[src/rtl/ula_md_iterativa.sv]
// Iterative RV32M multiply/divide unit: shift-add multiply, restoring divide,
// fixed WIDTH+1 cycle latency with a start/busy/done handshake.
module ula_md_iterativa #(
  parameter int WIDTH = 32
) (
  input  logic             clk,
  input  logic             rst,
  input  logic             start,
  input  logic [2:0]       op,
  input  logic [WIDTH-1:0] a,
  input  logic [WIDTH-1:0] b,
  output logic             busy,
  output logic             done,
  output logic [WIDTH-1:0] out,
  output logic             zero
);

  localparam int CNT_W = $clog2(WIDTH + 1);
  localparam logic [CNT_W-1:0] CNT_LAST = CNT_W'(WIDTH - 1);
  localparam logic [WIDTH-1:0] MOST_NEG = {1'b1, {(WIDTH-1){1'b0}}};

  localparam logic [2:0] OP_MUL    = 3'b000;
  localparam logic [2:0] OP_MULH   = 3'b001;
  localparam logic [2:0] OP_MULHSU = 3'b010;
  localparam logic [2:0] OP_MULHU  = 3'b011;
  localparam logic [2:0] OP_DIV    = 3'b100;
  localparam logic [2:0] OP_DIVU   = 3'b101;
  localparam logic [2:0] OP_REM    = 3'b110;
  localparam logic [2:0] OP_REMU   = 3'b111;

  typedef enum logic [1:0] {IDLE, CALC, FIX} state_t;

  state_t             state, state_next;
  logic [CNT_W-1:0]   cnt;
  logic [2*WIDTH-1:0] acc;
  logic [WIDTH-1:0]   opa, opb;
  logic [2:0]         op_q;
  logic               a_neg, b_neg, b_zero, ovf;

  logic               a_signed, b_signed;
  logic [WIDTH-1:0]   mag_a, mag_b;
  logic [WIDTH-1:0]   acc_hi, acc_lo;
  logic [WIDTH:0]     mul_sum, div_shift, div_diff;
  logic               div_ok;
  logic [2*WIDTH-1:0] prod_fix;
  logic [WIDTH-1:0]   quot_fix, rem_fix, result;

  always_ff @(posedge clk) begin
    if (rst) state <= IDLE;
    else     state <= state_next;
  end

  always_comb begin
    state_next = state;
    case (state)
      IDLE:    if (start) state_next = CALC;
      CALC:    if (cnt == CNT_LAST) state_next = FIX;
      FIX:     state_next = IDLE;
      default: state_next = IDLE;
    endcase
  end

  // Operand signedness only matters at latch time; the iteration works on magnitudes.
  always_comb begin
    a_signed = (op == OP_MULH) || (op == OP_MULHSU) || (op == OP_DIV) || (op == OP_REM);
    b_signed = (op == OP_MULH) || (op == OP_DIV) || (op == OP_REM);
    mag_a    = (a_signed && a[WIDTH-1]) ? -a : a;
    mag_b    = (b_signed && b[WIDTH-1]) ? -b : b;
  end

  // Multiply keeps the partial product in acc; divide keeps remainder (high) and quotient (low).
  always_comb begin
    acc_hi    = acc[2*WIDTH-1:WIDTH];
    acc_lo    = acc[WIDTH-1:0];
    mul_sum   = {1'b0, acc_hi} + (opb[0] ? {1'b0, opa} : {(WIDTH+1){1'b0}});
    div_shift = {acc_hi, opa[WIDTH-1]};
    div_diff  = div_shift - {1'b0, opb};
    div_ok    = ~div_diff[WIDTH];
  end

  always_ff @(posedge clk) begin
    if (rst) begin
      cnt    <= '0;
      acc    <= '0;
      opa    <= '0;
      opb    <= '0;
      op_q   <= '0;
      a_neg  <= 1'b0;
      b_neg  <= 1'b0;
      b_zero <= 1'b0;
      ovf    <= 1'b0;
    end else begin
      case (state)
        IDLE: begin
          if (start) begin
            op_q   <= op;
            opa    <= mag_a;
            opb    <= mag_b;
            a_neg  <= a_signed && a[WIDTH-1];
            b_neg  <= b_signed && b[WIDTH-1];
            b_zero <= (b == '0);
            ovf    <= op[2] && !op[0] && (a == MOST_NEG) && (&b);
            cnt    <= '0;
            acc    <= '0;
          end
        end
        CALC: begin
          cnt <= cnt + CNT_W'(1);
          if (op_q[2]) begin
            acc <= {(div_ok ? div_diff[WIDTH-1:0] : div_shift[WIDTH-1:0]),
                    acc_lo[WIDTH-2:0], div_ok};
            opa <= {opa[WIDTH-2:0], 1'b0};
          end else begin
            acc <= {mul_sum, acc_lo[WIDTH-1:1]};
            opb <= {1'b0, opb[WIDTH-1:1]};
          end
        end
        default: ;
      endcase
    end
  end

  // Remainder takes the dividend's sign, so with a zero divisor it reproduces a exactly.
  always_comb begin
    prod_fix = (a_neg ^ b_neg) ? -acc : acc;
    quot_fix = (a_neg ^ b_neg) ? -acc_lo : acc_lo;
    rem_fix  = a_neg ? -acc_hi : acc_hi;
    result   = '0;
    case (op_q)
      OP_MUL:                        result = prod_fix[WIDTH-1:0];
      OP_MULH, OP_MULHSU, OP_MULHU:  result = prod_fix[2*WIDTH-1:WIDTH];
      OP_DIV, OP_DIVU:               result = b_zero ? {WIDTH{1'b1}} : (ovf ? MOST_NEG : quot_fix);
      OP_REM, OP_REMU:               result = ovf ? '0 : rem_fix;
      default:                       result = '0;
    endcase
  end

  always_ff @(posedge clk) begin
    if (rst) begin
      out  <= '0;
      done <= 1'b0;
    end else begin
      done <= (state == FIX);
      if (state == FIX) out <= result;
    end
  end

  assign busy = (state != IDLE);
  assign zero = (out == '0);

endmodule
[config.mk]
export PLATFORM = sky130hd
export DESIGN_NAME = ula_md_iterativa
export DESIGN_NICKNAME = d
export VERILOG_FILES = /design/src/rtl/ula_md_iterativa.sv
export SDC_FILE = /design/constraint.sdc
export NUM_CORES = 1
export LEC_CHECK = 0
export CORE_UTILIZATION = 25
export CTS_BUF_LIST = sky130_fd_sc_hd__clkbuf_8
export DETAILED_ROUTE_END_ITERATION = 10
export HOLD_SLACK_MARGIN = 0.08
export PLACE_DENSITY = 0.51
export SYNTH_ARGS = -nofsm -noshare
export SYNTH_HDL_FRONTEND = slang
export SYNTH_SLANG_ARGS = --single-unit
[constraint.sdc]
create_clock -name clk -period 8.75 [get_ports clk]
set_input_delay 0.875 -clock clk [delete_from_list [all_inputs] [get_ports clk]]
set_output_delay 0.875 -clock clk [all_outputs]
set_load 0.01 [all_outputs]
---- Word-level counts from Yosys, hierarchy flattened ----
Cells that the tools add are included.
Widths: inputs -> output; s select.
storage, ports and cells
  bits in registers ....................... 176
  input port bits ......................... 70
  output and inout port bits .............. 35
  logic and storage cells ................. 92
operators by class
  add/sub/neg operators ................... 8
  equality and inequality tests ........... 19
  muxes and demuxes ....................... 25
  bitwise gates (word level) .............. 2
  reduce and logical (&&, ||, !) cells .... 26
operator list
  cell                  count
  $mux 32               13
  $mux 64               3
  $neg 32->32           4
  $pmux 32 s2           2
  $pmux 32 s4           1
  $pmux 64 s2           1
  $logic_not 32->1      2
  $neg 64->64           1
  $add 32x32->33        1
  $sub 33x32->33        1
  $eq 32x32->1 const B  1
  $reduce_and 32->1     1
  $eq 3x3->1 const B    6
  $pmux 6 s2            1
  $eq 3x2->1 const B    3
  $ne 2x2->1 const B    4
  $add 6x1->6 const B   1
  $eq 3x1->1 const B    2
  $eq 6x5->1 const B    1
  $mux 6                1
  $reduce_and 2->1      3
  $reduce_and 3->1      2
  $logic_and 1x1->1     5
  $logic_or 1x1->1      5
  other kinds (12)      15

---- Depth between registers and ports, before layout ----
Gate-level depths: netlist of the first run.
  depth after elaboration ................. 8
  depth in mapped cells ................... 14
  mapped depth without buffers ............ 13

---- Least setup slack after synthesis of the first run ----
OpenSTA, ideal clock, no wires.
  kind .................................... input port to flip-flop
  start ................................... input port a[12]
  end ..................................... register opa[28]
  setup time .............................. 0.065 ns
  arrival ................................. 3.128 ns
  data required time ...................... 8.685 ns
  path slack .............................. 5.557 ns
  stages on the path ...................... 9
  buffers on the path ..................... 0
  cells stage by stage .................... or4_1 > nor4_1 > nor4b_1 > and2b_1 > a31oi_1 > xnor2_1 > a211oi_1 > a21oi_1 > nor2_1
between the ends
  word-level cells in the longest chain between the ends .. 4
ends and longest elaborated chain
  item                    RTL line  RTL
  start: declaration      10        input logic [WIDTH-1:0] a,
  $neg 32->32             67        mag_a = (a_signed && a[WIDTH-1]) ? -a : a;
  $mux 32                 67
  $mux 32                 95        if (start) begin
  $pmux 32 s2             93        case (state)
  end signal: assignment  97        opa <= mag_a;
  end signal: assignment  112       opa <= {opa[WIDTH-2:0], 1'b0};
  end: declaration        36        logic [WIDTH-1:0] opa, opb;
Every way passes these cells. The select of a mux whose other input is x is not followed.
A chain may end at the register's enable or synchronous reset.

---- Worst setup path in the final report of the first run ----
  start ................................... register opb[0]
  end ..................................... register acc[48]
between the ends
  word-level cells in the longest chain between the ends .. 4
  elaborated cells on any way between the ends .. 6
  classes of those cells .................. add/sub (2); mux (4)
ends and longest elaborated chain
  item                                              RTL line  RTL
  start: declaration                                36
  start signal: assignment                          98        opb <= mag_b;
  start signal: assignment                          115       opb <= {1'b0, opb[WIDTH-1:1]};
  $sub 33x32->33 / $mux 32 (equally long branches)  77, 75
  $mux 32 / $add 32x32->33 (equally long branches)  110, 75
  $mux 64 (*)                                       109       if (op_q[2]) begin
  $pmux 64 s2 (*)                                   93
  end signal: assignment                            110       acc <= {(div_ok ? div_diff[WIDTH-1:0] : div_shift[WIDTH-1:0]),
  end signal: assignment                            114       acc <= {mul_sum, acc_lo[WIDTH-1:1]};
  end: declaration                                  35        logic [2*WIDTH-1:0] acc;
Every way passes the cells marked *; elsewhere a longest branch is shown, timed or not.

==> reports/qor.txt, run 1 <==
CP arrival: 4.68 ns
largest net degree at the start of global routing: 101
post-synthesis cell count: 2179
Via density: 5.45
worst slack at placement: 4.56 ns
Final GP Congestion: 0.923
clock tree buffer depth: 2
Setup Total Neg Slack: 0 ns
cts hold-fix bufs: 0
Final Hold Fails: 0
overall power: 2.27 mW
GR Overflow Total: 0
Post-route DRC: 0
Setup WS post-layout: 4.52 ns
Syn Area/Cell: 7.13 um^2
Die Wd: 251 um
via count: 16.4k
Worst Skew: 0.0272 ns
Clock Latency Late Sink: 0.55 ns
first-pass GRT wire length: 92.4 mm
status: completed
Post-CTS Setup Inserts: 0
Synth Cell Area: 0.0155 mm^2
Pwr per Cell Area: 128 mW/mm^2
Crit Path Class: flip-flop to flip-flop
Antenna Diode Count: 0
Pleak: 6.62 nW
hold depth: 2
GRT Total Usage: 0.186
Synth cell types: 84
worst reg-to-reg setup slack: 4.52 ns
1st-pass router iterations: 6
Critical Path RT: 9.21 ns
Max-cap violations: 0
# IOs: 105
Worst Reg-to-Reg Cells: 12
clk slew on worst S/H paths: 0.12 ns
Iter 0 DRT Violations: 1483
critical path peak fanout: 34
die height: 251 um
post-synth top area share: 0.227
Rel. slew slack: 0.221
WL final: 59.4 mm
dpl cell area: 0.0172 mm^2
number of flops mapped to enable cells by yosys: 0
die area: 0.0632 mm^2
ys flop type: dfxtp_1
initial core utilization: 0.252
Max IR drop VDD: 0.0000919 V
Setup crit start: opb[0]
sequential element share of the synthesized area: 0.227
Layout Nets: 2309
DR WL/cell: 19.7 um
Finished Cell Area: 0.0177 mm^2
layout cells sized above 1: 0.0418
worst min-delay path category: flip-flop to flip-flop
antenna-violating nets left: 0
synthesized net count: 2322
CP Launch Type: flip-flop
Port Buffer Count: 104
crit share post-route: 0.483
Ys Warns: 0
hold path start: out[24]
largest area contributor in the netlist: dfxtp_1
antenna violations before repair: 0
Setup-failing EPs final: 0
fmax: 237 MHz
reg2reg start: opb[0]
number of global-route vias before repair: 15.4k
critical path endpoint category: flip-flop
RSZ-0062 raised after global routing: false
area of the core: 0.0616 mm^2
worst slew pin tran: 1.16 ns
Async SR Flop Fraction: 0
Root Driver: clkbuf_8
final-report max-slew violation count: 0
area delta synth->final: 13.8%
clock buffer count from CTS: 17
CTS sink cnt: 176
row cnt: 91
Tmin final: 4.23 ns
FILL cells: 6693
CTS tree: built
Fin Hold WS: 0.473 ns
Synth area leaders: dfxtp_1, nor2_1, a21oi_1, ha_1, xnor2_1
hpwl dp: 44.7 mm
CTS resizes: 0
Yosys reg bits: 176
CTS H-tree depth: 4
==> stage by stage <==
step	util	std cells
global route	0.287	3016
global placement	0.280	2984
floorplan	-	2179
detailed placement	0.280	2984
CTS	0.287	3016
finish	0.287	3016
==> report_power, final <==
part / switching (mW) / leakage [nW] / internal, mW
clock network: 0.350 / 0.228 / 0.323
logic: 0.451 / 4.96 / 0.257
registers: 0.0490 / 1.43 / 0.835
==> critical path, cell delays in order, from the launching register on <==
cell and delay, ns:
dfxtp_1 0.88, ha_1 0.33, fa_1 0.22, nor2b_1 0.07, o31a_1 0.27, o21a_1 0.24
o21ai_1 0.38, nand4bb_1 0.17, nand3_1 0.54, buf_4 0.33, a211oi_1 0.07, a2111o_1 0.39
a32o_1 0.24
==> flip-flops by register name (all words and copies together), names as in the netlist, 2 cells and up <==
name	count
cnt	6
op_q	3
opa	32
state	2
opb	32
out	32
acc	64
==> synth_stat cells, drive strengths merged, types with 16 or more instances <==
cell	n
nor2	335
a21oi	200
dfxtp	176
clkbuf	143
nand2	143
o21ai	126
xnor2	82
xor2	81
nor3	76
ha	71
a211oi	67
inv	66
a31oi	55
mux2i	50
and2	41
or3	37
a21o	35
nand3	31
nor4	30
nand4	27
o31ai	22
o21a	19
o221ai	17
buf	16
==> area by class of cell <==
type                            instances  area (um^2)  share of cell area
Multi-Input combinational cell       1777        11200               0.633
Sequential cell                       176         3530               0.199
Timing Repair Buffer                  127         1210              0.0685
Tap cell                              837         1050              0.0592
Inverter                               67          251              0.0142
Clock buffer                           18          248              0.0140
Clock inverter                         14          200              0.0113
==> routing by layer <==
layer,vias up,share of wire,global-route usage
li1,7934,-,-
met1,7762,0.47,0.260
met2,645,0.45,0.294
met3,86,0.063,0.0269
met4,0,0.024,0.0559
met5,-,0,0
==> final timing paths <==
kind             end
min reg2reg  out[24]
max reg2reg  acc[48]
min          out[24]
max          acc[48]
==> kinds of logic (layout without fill, tap and decap cells) <==
group                      Yosys count  count (layout)  share of synthesized area
adders and majority gates           73              73                     0.0597
AOI/OAI and AO/OA                  683             683                      0.284
buffers and inverters              226             226                     0.0558
DFF                                176             176                      0.227
muxes                               52              52                     0.0336
and+or+nand+nor                    806             806                      0.249
xor gates and xnor gates           163             163                     0.0918
==> cells in the final DEF (no fill, tap or decap), types with 27 or more instances in the layout <==
cell               n
ha_1              71
nand3_1           31
xnor2_1           81
or3_1             36
a211oi_1          67
nand4_1           27
and2_1            41
a21o_1            35
o21ai_0          119
xor2_1            80
dfxtp_1          175
a21oi_1          200
a31oi_1           55
inv_1             67
nor3_1            74
mux2i_1           50
nand2_1          142
nor2_1           331
clkdlybuf4s50_1  103
(Power assumes the default switching activity.)
==> inputs of run 2 (changes only) <==
- clock period: 8.75 -> 4.1 ns (I/O delays scaled with it)
==> reports/qor.txt, run 2 (synthesized netlist as in run 1, its figures left out) <==
area delta synth->final: 16.2%
overall power: 4.78 mW (+110%)
die height: 251 um (unchanged)
crit-path max cell delay: 0.54 ns (-0.34 ns)
Worst path slowest cell: dfxtp_1
critical path peak fanout: 17 (-50%)
worst slew pin tran: 1.17 ns (+0.00913 ns)
number of global-route vias before repair: 15.5k (+1.1%)
RSZ-0062 raised after global routing: false
metal3 WL: 3.38 mm (-9.0%)
Critical Path RT: 4.55 ns (-4.66 ns)
Post-Place Cells: 3037 (+1.8%)
hold path start: rst
via count: 16.6k (+0.80%)
worst min-delay path category: input pin to flip-flop
Layout Nets: 2362 (+2.3%)
CTS tree: built
Net Sw Frac: 0.387 (+0.0114)
Final Hold Fails: 0 (unchanged)
Max-cap violations: 0 (unchanged)
reg2reg start: opb[0]
final cell count without fillers: 3069 (+1.8%)
status: completed
Pint: 2.93 mW (+110%)
Sequential Power Share: 0.390 (about the same)
GRT Total Usage: 0.194 (+0.00758)
1st-pass router iterations: 5 (-1)
Final GP Congestion: 0.960 (+4.0%)
clock tree buffer depth: 2 (unchanged)
final-report max-slew violation count: 0 (unchanged)
Post-CTS Setup Inserts: 0 (unchanged)
commonest non-fill, non-tap cells in the layout: nor2_1, a21oi_1, dfxtp_1, nand2_1, o21ai_0
Finished Cell Area: 0.0181 mm^2 (+2.1%)
Comb pwr share: 0.335 (+0.022)
crit share post-route: 0.929 (+0.446)
Top Family by Delay on Critical Path: compound AO/OA/AOI/OAI gates
Crit Path Class: flip-flop to flip-flop
hold depth: 2 (unchanged)
die area: 0.0632 mm^2 (unchanged)
Max Used Layer: met4
Setup-failing EPs final: 0 (unchanged)
worst path bufs/invs: 1 (unchanged)
antenna-violating nets left: 0 (unchanged)
hpwl dp: 47.5 mm (+6.2%)
clk slew on worst S/H paths: 0.11 ns (about the same)
crit-path cells: ha_1, fa_1, nor2b_1, o31a_1, o21a_1, o21ai_1, nand4bb_1, and3_1, buf_12, and4_1, a2111o_1, a32o_1
r2r endpoint: acc[48]
Root Driver: clkbuf_8
Max IR drop VDD: 0.000224 V (+140%)
Setup WS post-layout: 0.292 ns (-4.23 ns)
initial core utilization: 0.252 (unchanged)
Worst Reg-to-Reg Cells: 12 (unchanged)
Iter 0 DRT Violations: 1317 (-11%)
WL final: 62.0 mm (+4.4%)
Via density: 5.40 (-0.94%)
GR Overflow Total: 0 (unchanged)
layout cells sized above 1: 0.0645 (+0.0228)
Pwr per Cell Area: 265 mW/mm^2 (+110%)
Die Wd: 251 um (unchanged)
Met1 Wirelength: 29.0 mm (+4.3%)
FILL cells: 6748 (+0.82%)
met2 routed WL: 28.0 mm (+5.8%)
worst slack at placement: 0.294 ns (-4.26 ns)
DR WL/cell: 20.2 um (+2.6%)
most common cell after layout, fill and taps aside: nor2_1
fmax: 263 MHz (+11%)
number of flip-flops in the largest register: 64 (unchanged)
# IOs: 105 (unchanged)
Post-route DRC: 0 (unchanged)
worst reg-to-reg setup slack: 0.29 ns (-4.23 ns)
CTS H-tree depth: 4 (unchanged)
Tmin final: 3.81 ns (-0.418 ns)
Sw Pwr: 1.85 mW (+120%)
most flop-heavy register: acc
Clock Latency Late Sink: 0.55 ns (about the same)
clock buffer count from CTS: 17 (unchanged)
clock group share of total power: 0.275 (-0.022)
CTS resizes: 0 (unchanged)
largest net degree at the start of global routing: 72 (-29%)
Port Buffer Count: 104 (unchanged)
area of the core: 0.0616 mm^2 (unchanged)
Setup Total Neg Slack: 0 ns (unchanged)
Worst Skew: 0.0245 ns (-0.00277 ns)
Pleak: 6.87 nW (+3.8%)
Antenna Diode Count: 0 (unchanged)
CP Launch Type: flip-flop
CP arrival: 4.25 ns (-0.43 ns)
row cnt: 91 (unchanged)
antenna violations before repair: 0 (unchanged)
first-pass GRT wire length: 95.3 mm (+3.1%)
dpl cell area: 0.0177 mm^2 (+2.5%)
CTS sink cnt: 176 (unchanged)
Rel. slew slack: 0.216 (-0.00515)
critical path endpoint category: flip-flop
hold path endpoint: opb[5]
cts hold-fix bufs: 0 (unchanged)
run 2: cell types whose count changed in the layout (fill, tap and decap cells not counted), sizes merged:
cell,previous run,this run
buf,24,77
bufinv,4,2
clkinvlp,1,3
run 2: cell type report:
class                   count  area, um^2  area share
multi-input cells        1777       11200       0.620
flip-flops and latches    176        3530       0.195
repair buffers            180        1630      0.0905
well taps                 837        1050      0.0580
inverters                  67         251      0.0139
clock buffers              18         248      0.0137
clock inverters            14         153     0.00845
run 2: power by group through the flow:
stage | registers [mW] | clock network (mW) | logic (mW)
floorplan | 1.87 | 0 | 1.06
global placement | 1.90 | 0 | 1.57
detailed placement | 1.91 | 0 | 1.58
finish | 1.87 | 1.31 | 1.60
global route | 1.88 | 1.42 | 1.75
CTS | 1.87 | 1.35 | 1.58
run 2: through the flow:
step,hold WS (ns),util
3_5_place_dp,0.470,0.287
6_report,0.341,0.293
5_1_grt,0.308,0.293
3_3_place_gp,0.473,0.287
4_1_cts,0.304,0.293
2_1_floorplan,0.454,-
run 2: metal layers:
layer  track usage  up-vias
met4        0.0587        0
met1         0.261     7879
met5             0        -
met2         0.315      578
li1              -     8015
met3        0.0315       87
run 2: worst max-delay path by stage:
stage | start | endpoint | slack [ns] | cells after the start
5_1_grt | opb[7] | acc[48] | 0.08 | 12
3_5_place_dp | b[2] | opb[27] | 0.29 | 9
3_3_place_gp | b[2] | opb[27] | 0.43 | 9
6_report | opb[0] | acc[48] | 0.29 | 12
4_1_cts | opb[0] | acc[48] | 0.35 | 12
2_1_floorplan | opb[0] | acc[60] | 0.97 | 12
